`config.mk`:
```
export PLATFORM = sky130hd
export DESIGN_NAME = player_mover
export DESIGN_NICKNAME = d
export VERILOG_FILES = /design/src/rtl/player_pkg.sv /design/src/rtl/player_axis_step.sv /design/src/rtl/player_mover.sv
export SDC_FILE = /design/constraint.sdc
export NUM_CORES = 1
export LEC_CHECK = 0
export BUFFER_PORTS_ARGS = -buffer_cell sky130_fd_sc_hd__buf_2
export CAP_MARGIN = 5
export CORE_ASPECT_RATIO = 1.25
export CORE_UTILIZATION = 55
export DETAILED_ROUTE_END_ITERATION = 10
export GPL_TIMING_DRIVEN = 0
export PLACE_DENSITY = 0.75
export SETUP_SLACK_MARGIN = 0.1
export SYNTH_ARGS = -nofsm -noshare
export SYNTH_HDL_FRONTEND = slang
export SYNTH_HIERARCHICAL = 1
export SYNTH_SLANG_ARGS = --single-unit
```
`constraint.sdc`:
```
create_clock -name clk -period 5.4 [get_ports clk]
set_clock_uncertainty 0.2 [all_clocks]
set_input_delay 0.54 -clock clk [delete_from_list [all_inputs] [get_ports clk]]
set_output_delay 0.54 -clock clk [all_outputs]
set_load 0.05 [all_outputs]
```
`src/rtl/player_pkg.sv`:
```
// Shared types for the player mover: FSM state encoding and signed per-axis direction.
package player_pkg;

    typedef enum logic {
        STAY = 1'b0,
        MOVE = 1'b1
    } state_t;

    typedef logic signed [1:0] dir_t;

    localparam dir_t DIR_NEG  = -2'sd1;
    localparam dir_t DIR_ZERO = 2'sd0;
    localparam dir_t DIR_POS  = 2'sd1;

endpackage

```
`src/rtl/player_axis_step.sv`:
```
// One axis of motion: pos + dir*step evaluated at W+2 signed bits, clamped to [minPos, maxPos].
module player_axis_step
    import player_pkg::*;
#(
    parameter int W      = 10,
    parameter int STEP_W = 4
) (
    input  logic [W-1:0]      pos,
    input  dir_t              dir,
    input  logic [STEP_W-1:0] step,
    input  logic [W-1:0]      minPos,
    input  logic [W-1:0]      maxPos,
    output logic [W-1:0]      nextPos,
    output logic              clamped
);

    logic signed [W+1:0] posS, stepS, loS, hiS, sum;

    assign posS  = $signed({2'b00, pos});
    assign stepS = $signed({{(W + 2 - STEP_W){1'b0}}, step});
    assign loS   = $signed({2'b00, minPos});
    assign hiS   = $signed({2'b00, maxPos});

    always_comb begin
        case (dir)
            DIR_POS: sum = posS + stepS;
            DIR_NEG: sum = posS - stepS;
            default: sum = posS;
        endcase
    end

    always_comb begin
        nextPos = sum[W-1:0];
        clamped = 1'b0;
        if (sum < loS) begin
            nextPos = minPos;
            clamped = 1'b1;
        end else if (sum > hiS) begin
            nextPos = maxPos;
            clamped = 1'b1;
        end
    end

endmodule

```
`src/rtl/player_mover.sv`:
```
// Player sprite controller: synchronized buttons, STAY/MOVE FSM with speed ramp, clamped motion and registered sprite hit.
// Define PLAYER_MOVER_TRAIL_EN to build the past-position trail buffer; otherwise trail is tied to 0.
module player_mover
    import player_pkg::*;
#(
    parameter int X_W          = 10,
    parameter int Y_W          = 10,
    parameter int SIZE         = 20,
    parameter int X_MIN        = 0,
    parameter int X_MAX        = 640,
    parameter int Y_MIN        = 0,
    parameter int Y_MAX        = 480,
    parameter int START_X      = 75,
    parameter int START_Y      = 385,
    parameter int STEP_MIN     = 4,
    parameter int STEP_MAX     = 8,
    parameter int RAMP_UPDATES = 8,
    parameter int TRAIL_DEPTH  = 16
) (
    input  logic           clk,
    input  logic           rst,
    input  logic           up,
    input  logic           down,
    input  logic           left,
    input  logic           right,
    input  logic           update,
    input  logic [X_W-1:0] xCount,
    input  logic [Y_W-1:0] yCount,
    output logic           player,
    output logic           trail,
    output logic [X_W-1:0] playerX,
    output logic [Y_W-1:0] playerY,
    output logic           moving,
    output logic           at_edge
);

    localparam int STEP_W = $clog2(STEP_MAX + 1);
    localparam int RAMP_W = $clog2(RAMP_UPDATES + 1);
    localparam logic [X_W-1:0] X_LO = X_W'(X_MIN);
    localparam logic [X_W-1:0] X_HI = X_W'(X_MAX - SIZE);
    localparam logic [Y_W-1:0] Y_LO = Y_W'(Y_MIN);
    localparam logic [Y_W-1:0] Y_HI = Y_W'(Y_MAX - SIZE);

    function automatic logic squareHit(input logic [X_W-1:0] px, input logic [Y_W-1:0] py,
                                       input logic [X_W-1:0] cx, input logic [Y_W-1:0] cy);
        return ({1'b0, cx} > {1'b0, px}) && ({1'b0, cx} < {1'b0, px} + (X_W + 1)'(SIZE)) &&
               ({1'b0, cy} > {1'b0, py}) && ({1'b0, cy} < {1'b0, py} + (Y_W + 1)'(SIZE));
    endfunction

    // {up, down, left, right}, 1 = released
    logic [3:0] btnMeta, btnSync;

    always_ff @(posedge clk or posedge rst) begin
        if (rst) begin
            btnMeta <= '1;
            btnSync <= '1;
        end else begin
            btnMeta <= {up, down, left, right};
            btnSync <= btnMeta;
        end
    end

    dir_t reqDx, reqDy, dirX, dirY, axisDx, axisDy;
    logic reqIdle;

    always_comb begin
        reqDx = DIR_ZERO;
        reqDy = DIR_ZERO;
        if (!btnSync[1] && btnSync[0]) reqDx = DIR_NEG;
        else if (!btnSync[0] && btnSync[1]) reqDx = DIR_POS;
        if (!btnSync[3] && btnSync[2]) reqDy = DIR_NEG;
        else if (!btnSync[2] && btnSync[3]) reqDy = DIR_POS;
    end

    assign reqIdle = (reqDx == DIR_ZERO) && (reqDy == DIR_ZERO);

    state_t              state;
    logic [STEP_W-1:0]   step;
    logic [RAMP_W-1:0]   rampCnt;
    logic [X_W-1:0]      nextX;
    logic [Y_W-1:0]      nextY;
    logic                clampX, clampY;

    assign axisDx = (state == MOVE) ? dirX : DIR_ZERO;
    assign axisDy = (state == MOVE) ? dirY : DIR_ZERO;

    player_axis_step #(.W(X_W), .STEP_W(STEP_W)) xAxis (
        .pos(playerX), .dir(axisDx), .step(step), .minPos(X_LO), .maxPos(X_HI),
        .nextPos(nextX), .clamped(clampX)
    );

    player_axis_step #(.W(Y_W), .STEP_W(STEP_W)) yAxis (
        .pos(playerY), .dir(axisDy), .step(step), .minPos(Y_LO), .maxPos(Y_HI),
        .nextPos(nextY), .clamped(clampY)
    );

    // Move uses the state/dir from the previous update, then the request is latched.
    always_ff @(posedge clk or posedge rst) begin
        if (rst) begin
            state   <= STAY;
            dirX    <= DIR_ZERO;
            dirY    <= DIR_ZERO;
            step    <= STEP_W'(STEP_MIN);
            rampCnt <= '0;
            playerX <= X_W'(START_X);
            playerY <= Y_W'(START_Y);
            moving  <= 1'b0;
            at_edge <= 1'b0;
        end else if (update) begin
            playerX <= nextX;
            playerY <= nextY;
            at_edge <= clampX | clampY;
            case (state)
                STAY: if (!reqIdle) state <= MOVE;
                MOVE: if (reqIdle) state <= STAY;
                default: state <= STAY;
            endcase
            moving <= !reqIdle;
            dirX   <= reqDx;
            dirY   <= reqDy;
            if (state == MOVE && reqDx == dirX && reqDy == dirY) begin
                if (rampCnt == RAMP_W'(RAMP_UPDATES - 1)) begin
                    rampCnt <= '0;
                    if (step != STEP_W'(STEP_MAX)) step <= step + 1'b1;
                end else begin
                    rampCnt <= rampCnt + 1'b1;
                end
            end else begin
                step    <= STEP_W'(STEP_MIN);
                rampCnt <= '0;
            end
        end
    end

    always_ff @(posedge clk or posedge rst) begin
        if (rst) player <= 1'b0;
        else     player <= squareHit(playerX, playerY, xCount, yCount);
    end

`ifdef PLAYER_MOVER_TRAIL_EN
    localparam int PTR_W = $clog2(TRAIL_DEPTH);

    logic [X_W-1:0]         trailX [TRAIL_DEPTH];
    logic [Y_W-1:0]         trailY [TRAIL_DEPTH];
    logic [TRAIL_DEPTH-1:0] trailValid;
    logic [PTR_W-1:0]       wrPtr;
    logic                   posChange, trailHit;

    assign posChange = update && ((nextX != playerX) || (nextY != playerY));

    // Pointer wraps naturally, overwriting the oldest entry.
    always_ff @(posedge clk or posedge rst) begin
        if (rst) begin
            trailValid <= '0;
            wrPtr      <= '0;
            trail      <= 1'b0;
            for (int i = 0; i < TRAIL_DEPTH; i++) begin
                trailX[i] <= '0;
                trailY[i] <= '0;
            end
        end else begin
            trail <= trailHit;
            if (posChange) begin
                trailX[wrPtr]     <= playerX;
                trailY[wrPtr]     <= playerY;
                trailValid[wrPtr] <= 1'b1;
                wrPtr             <= wrPtr + 1'b1;
            end
        end
    end

    always_comb begin
        trailHit = 1'b0;
        for (int i = 0; i < TRAIL_DEPTH; i++) begin
            if (trailValid[i] && squareHit(trailX[i], trailY[i], xCount, yCount)) trailHit = 1'b1;
        end
    end
`else
    assign trail = 1'b0;
`endif

endmodule
```
==> impl_metrics.json <==
{
  "gp_congestion": 0.9660,
  "drive_gt1_frac": 0.1248,
  "crit_arrival_ns": 4.80,
  "num-fill-cells": 853,
  "crit_path_end_kind": "register",
  "synth_top_area_share": 0.2175,
  "crit_required_ns": 5.42,
  "drt_iter0_drc": 263,
  "drv_cap": 0,
  "synth-seq-cells": 43,
  "dp_hpwl_mm": 11.95,
  "firstDrtPassIters": 4,
  "post-route-period-util": 0.8851,
  "rsz0062_at_grt": "false",
  "port_buffers": 48,
  "total_power_mw": 3.345,
  "final_cell_mix": "97 x ha_1, 92 x inv_1, 75 x conb_1",
  "routed_wl_mm": 14.89,
  "clock_latency_ns": 0.29,
  "cts_resized": 0,
  "start_kind": "register",
  "worst_slew_pin_slew_ns": 0.9057,
  "p_leak_nw": 3.076,
  "synth_area_um2": 5579,
  "multi_input_comb_area_um2": 4322,
  "nets": 960,
  "syn_avg_cell_area_um2": 7.925,
  "ys.flop_type": "dfrtp_1",
  "worst_hold_path_type": "primary input to register",
  "period_needed_ns": 4.780,
  "cts_tree": "done",
  "hold_buffers": 0,
  "dp.cells": 951,
  "clock.fmax_mhz": 209.2,
  "synthTopCellsByArea": "ha_1 22%, dfrtp_1 12%, dfstp_2 7.5%",
  "start_util": 0.5717,
  "synth_cell_types": 70,
  "avgRoutedWirePerCell_um": 15.53,
  "final_common_cell": "ha_1",
  "cts_buffer_depth": 2,
  "path_clk_slew_ns": 0.06,
  "criticalPathCategory": "register to register",
  "final_cells": 959,
  "yosysTopAreaCell": "ha_1",
  "power_density_nw_per_um2": 521.0,
  "grt_start_max_net_pins": 44,
  "ios": 51,
  "grt_pass1_wl_mm": 24.96,
  "cts.sinks": 43,
  "synth_seq_area_share": 0.1965,
  "seq_area_um2": 1096,
  "antenna_found_initial": 0,
  "final-setup-viol-count": 0,
  "drc": 0,
  "core_area_um2": 9759,
  "ir_drop_uv": 262.4,
  "max-slew-margin-rel": 0.3953,
  "placed_area_um2": 6251,
  "synth_warnings": 6,
  "row_count": 40,
  "run_status": "complete, no violations",
  "fp.dieH_um": 114.6,
  "die_x_um": 92.09,
  "hold_viol_final": 0,
  "stdcell_area_um2": 6420,
  "cts_made_buffers": 5,
  "cts_setup_buffers": 0,
  "cts-root-buf": "clkbuf_16",
  "diodes": 0,
  "drv_slew": 0,
  "tns_ns": 0,
  "htreeDepth": 2,
  "synth-async-reset-ratio": 1.000,
  "grt_pass1_vias": 5324,
  "synth_edf_count": 0,
  "drtAntennaViolNets": 0,
  "dieArea_um2": 10550,
  "syn_inst": 704,
  "viasPerCell": 5.673,
  "cp_max_fo": 10,
  "track_usage": 0.2989,
  "syn_to_final_growth_pct": 15.07,
  "overflow": 0,
  "vias": 5440,
  "holdWs_ns": 0.1449
}
==> layer usage <==
layer  vias up  global-route usage  share of wire
met5         -                   0              0
met4         0              0.1146          0.031
met3        38             0.02656          0.034
met2       152              0.5876           0.54
met1      2548              0.3270           0.40
li1       2702                   -              -
==> final timing paths <==
check / from / endpoint / slack [ns] / depth (start not counted)
setup / recovery: step[1] / playerY[0] / 0.62 / 15
hold / removal: left / btnMeta[1] / 0.14 / 1
setup reg to reg: step[1] / playerY[0] / 0.62 / 15
hold reg to reg: btnMeta[0] / btnSync[0] / 0.16 / 0
max in group asynchronous: rst / playerX[7] / 4.19 / 2
min in group asynchronous: rst / rampCnt[0] / 0.24 / 2
==> worst max-delay path: stages (launching register included) <==
cell and delay, ns:
dfrtp_1 0.59, inv_1 0.16, ha_1 0.33, nor2b_1 0.15, o31a_1 0.30, o41ai_1 0.37
a21boi_0 0.17, or2_2 0.36, ha_1 0.31, nand2_1 0.07, nor3_1 0.18, a221oi_1 0.16
o31ai_2 0.69, o21ai_0 0.21, o22a_1 0.19, mux2_2 0.25
==> sequential cells by signal (all words and copies together), names as in the netlist <==
| register | cells |
|---|---|
| playerX | 10 |
| rampCnt | 4 |
| step | 4 |
| btnMeta | 4 |
| moving | 1 |
| btnSync | 4 |
| player | 1 |
| at_edge | 1 |
| dirY | 2 |
| dirX | 2 |
| playerY | 10 |
==> cell usage after synthesis, types with 7 or more instances <==
library cell and n:
nand2_1 68, xnor2_1 14, nor3_1 14, nand3_1 15, ha_1 97, dfstp_2 16, nor2_1 42, o2111ai_1 9
o21ai_0 50, dfrtp_1 27, clkbuf_1 7, a211oi_1 11, nor2b_1 14, a21oi_1 28, inv_1 93, o21ai_1 12
o21a_1 11, xor2_1 11, nand4_1 13, a31oi_1 20
==> cells by family (layout without fill, tap and decap cells) <==
| logic type | Yosys count | after routing | share of synthesized area |
|---|---|---|---|
| AND/OR/NAND/NOR | 218 | 218 | 0.2047 |
| AO/OA/AOI/OAI | 197 | 197 | 0.2346 |
| buffers and inverters | 111 | 167 | 0.07804 |
| adder cells (fa/ha/maj) | 101 | 101 | 0.2319 |
| flip-flops | 43 | 43 | 0.1965 |
| XOR/XNOR | 25 | 25 | 0.03925 |
| multiplexers | 7 | 7 | 0.01368 |
| other | 2 | 75 | 0.001346 |
==> power breakdown <==
part           total [mW]  internal (mW)  leakage, nW  switching [mW]
Clock               0.355          0.218       0.0838           0.137
Sequential          0.650          0.432        0.505           0.218
Combinational        2.34          0.857         2.49            1.48
==> per-stage QoR <==
stage          setup slack (ns)  utilization
4_1_cts                  0.6618       0.6578
2_1_floorplan             1.220            -
5_1_grt                  0.2705       0.6578
6_report                 0.6203       0.6578
3_3_place_gp             0.7561       0.6405
3_5_place_dp             0.6750       0.6405
==> cell type report <==
type / instances / share of cell area
Buffer: 18 / 0.01345
Clock buffer: 5 / 0.01949
Clock inverter: 3 / 0.006821
Inverter: 93 / 0.05438
Multi-Input combinational cell: 623 / 0.6732
Sequential cell: 43 / 0.1707
Tap cell: 126 / 0.02456
Timing Repair Buffer: 48 / 0.03742
Note: power is estimated with default switching activity, not from simulation.
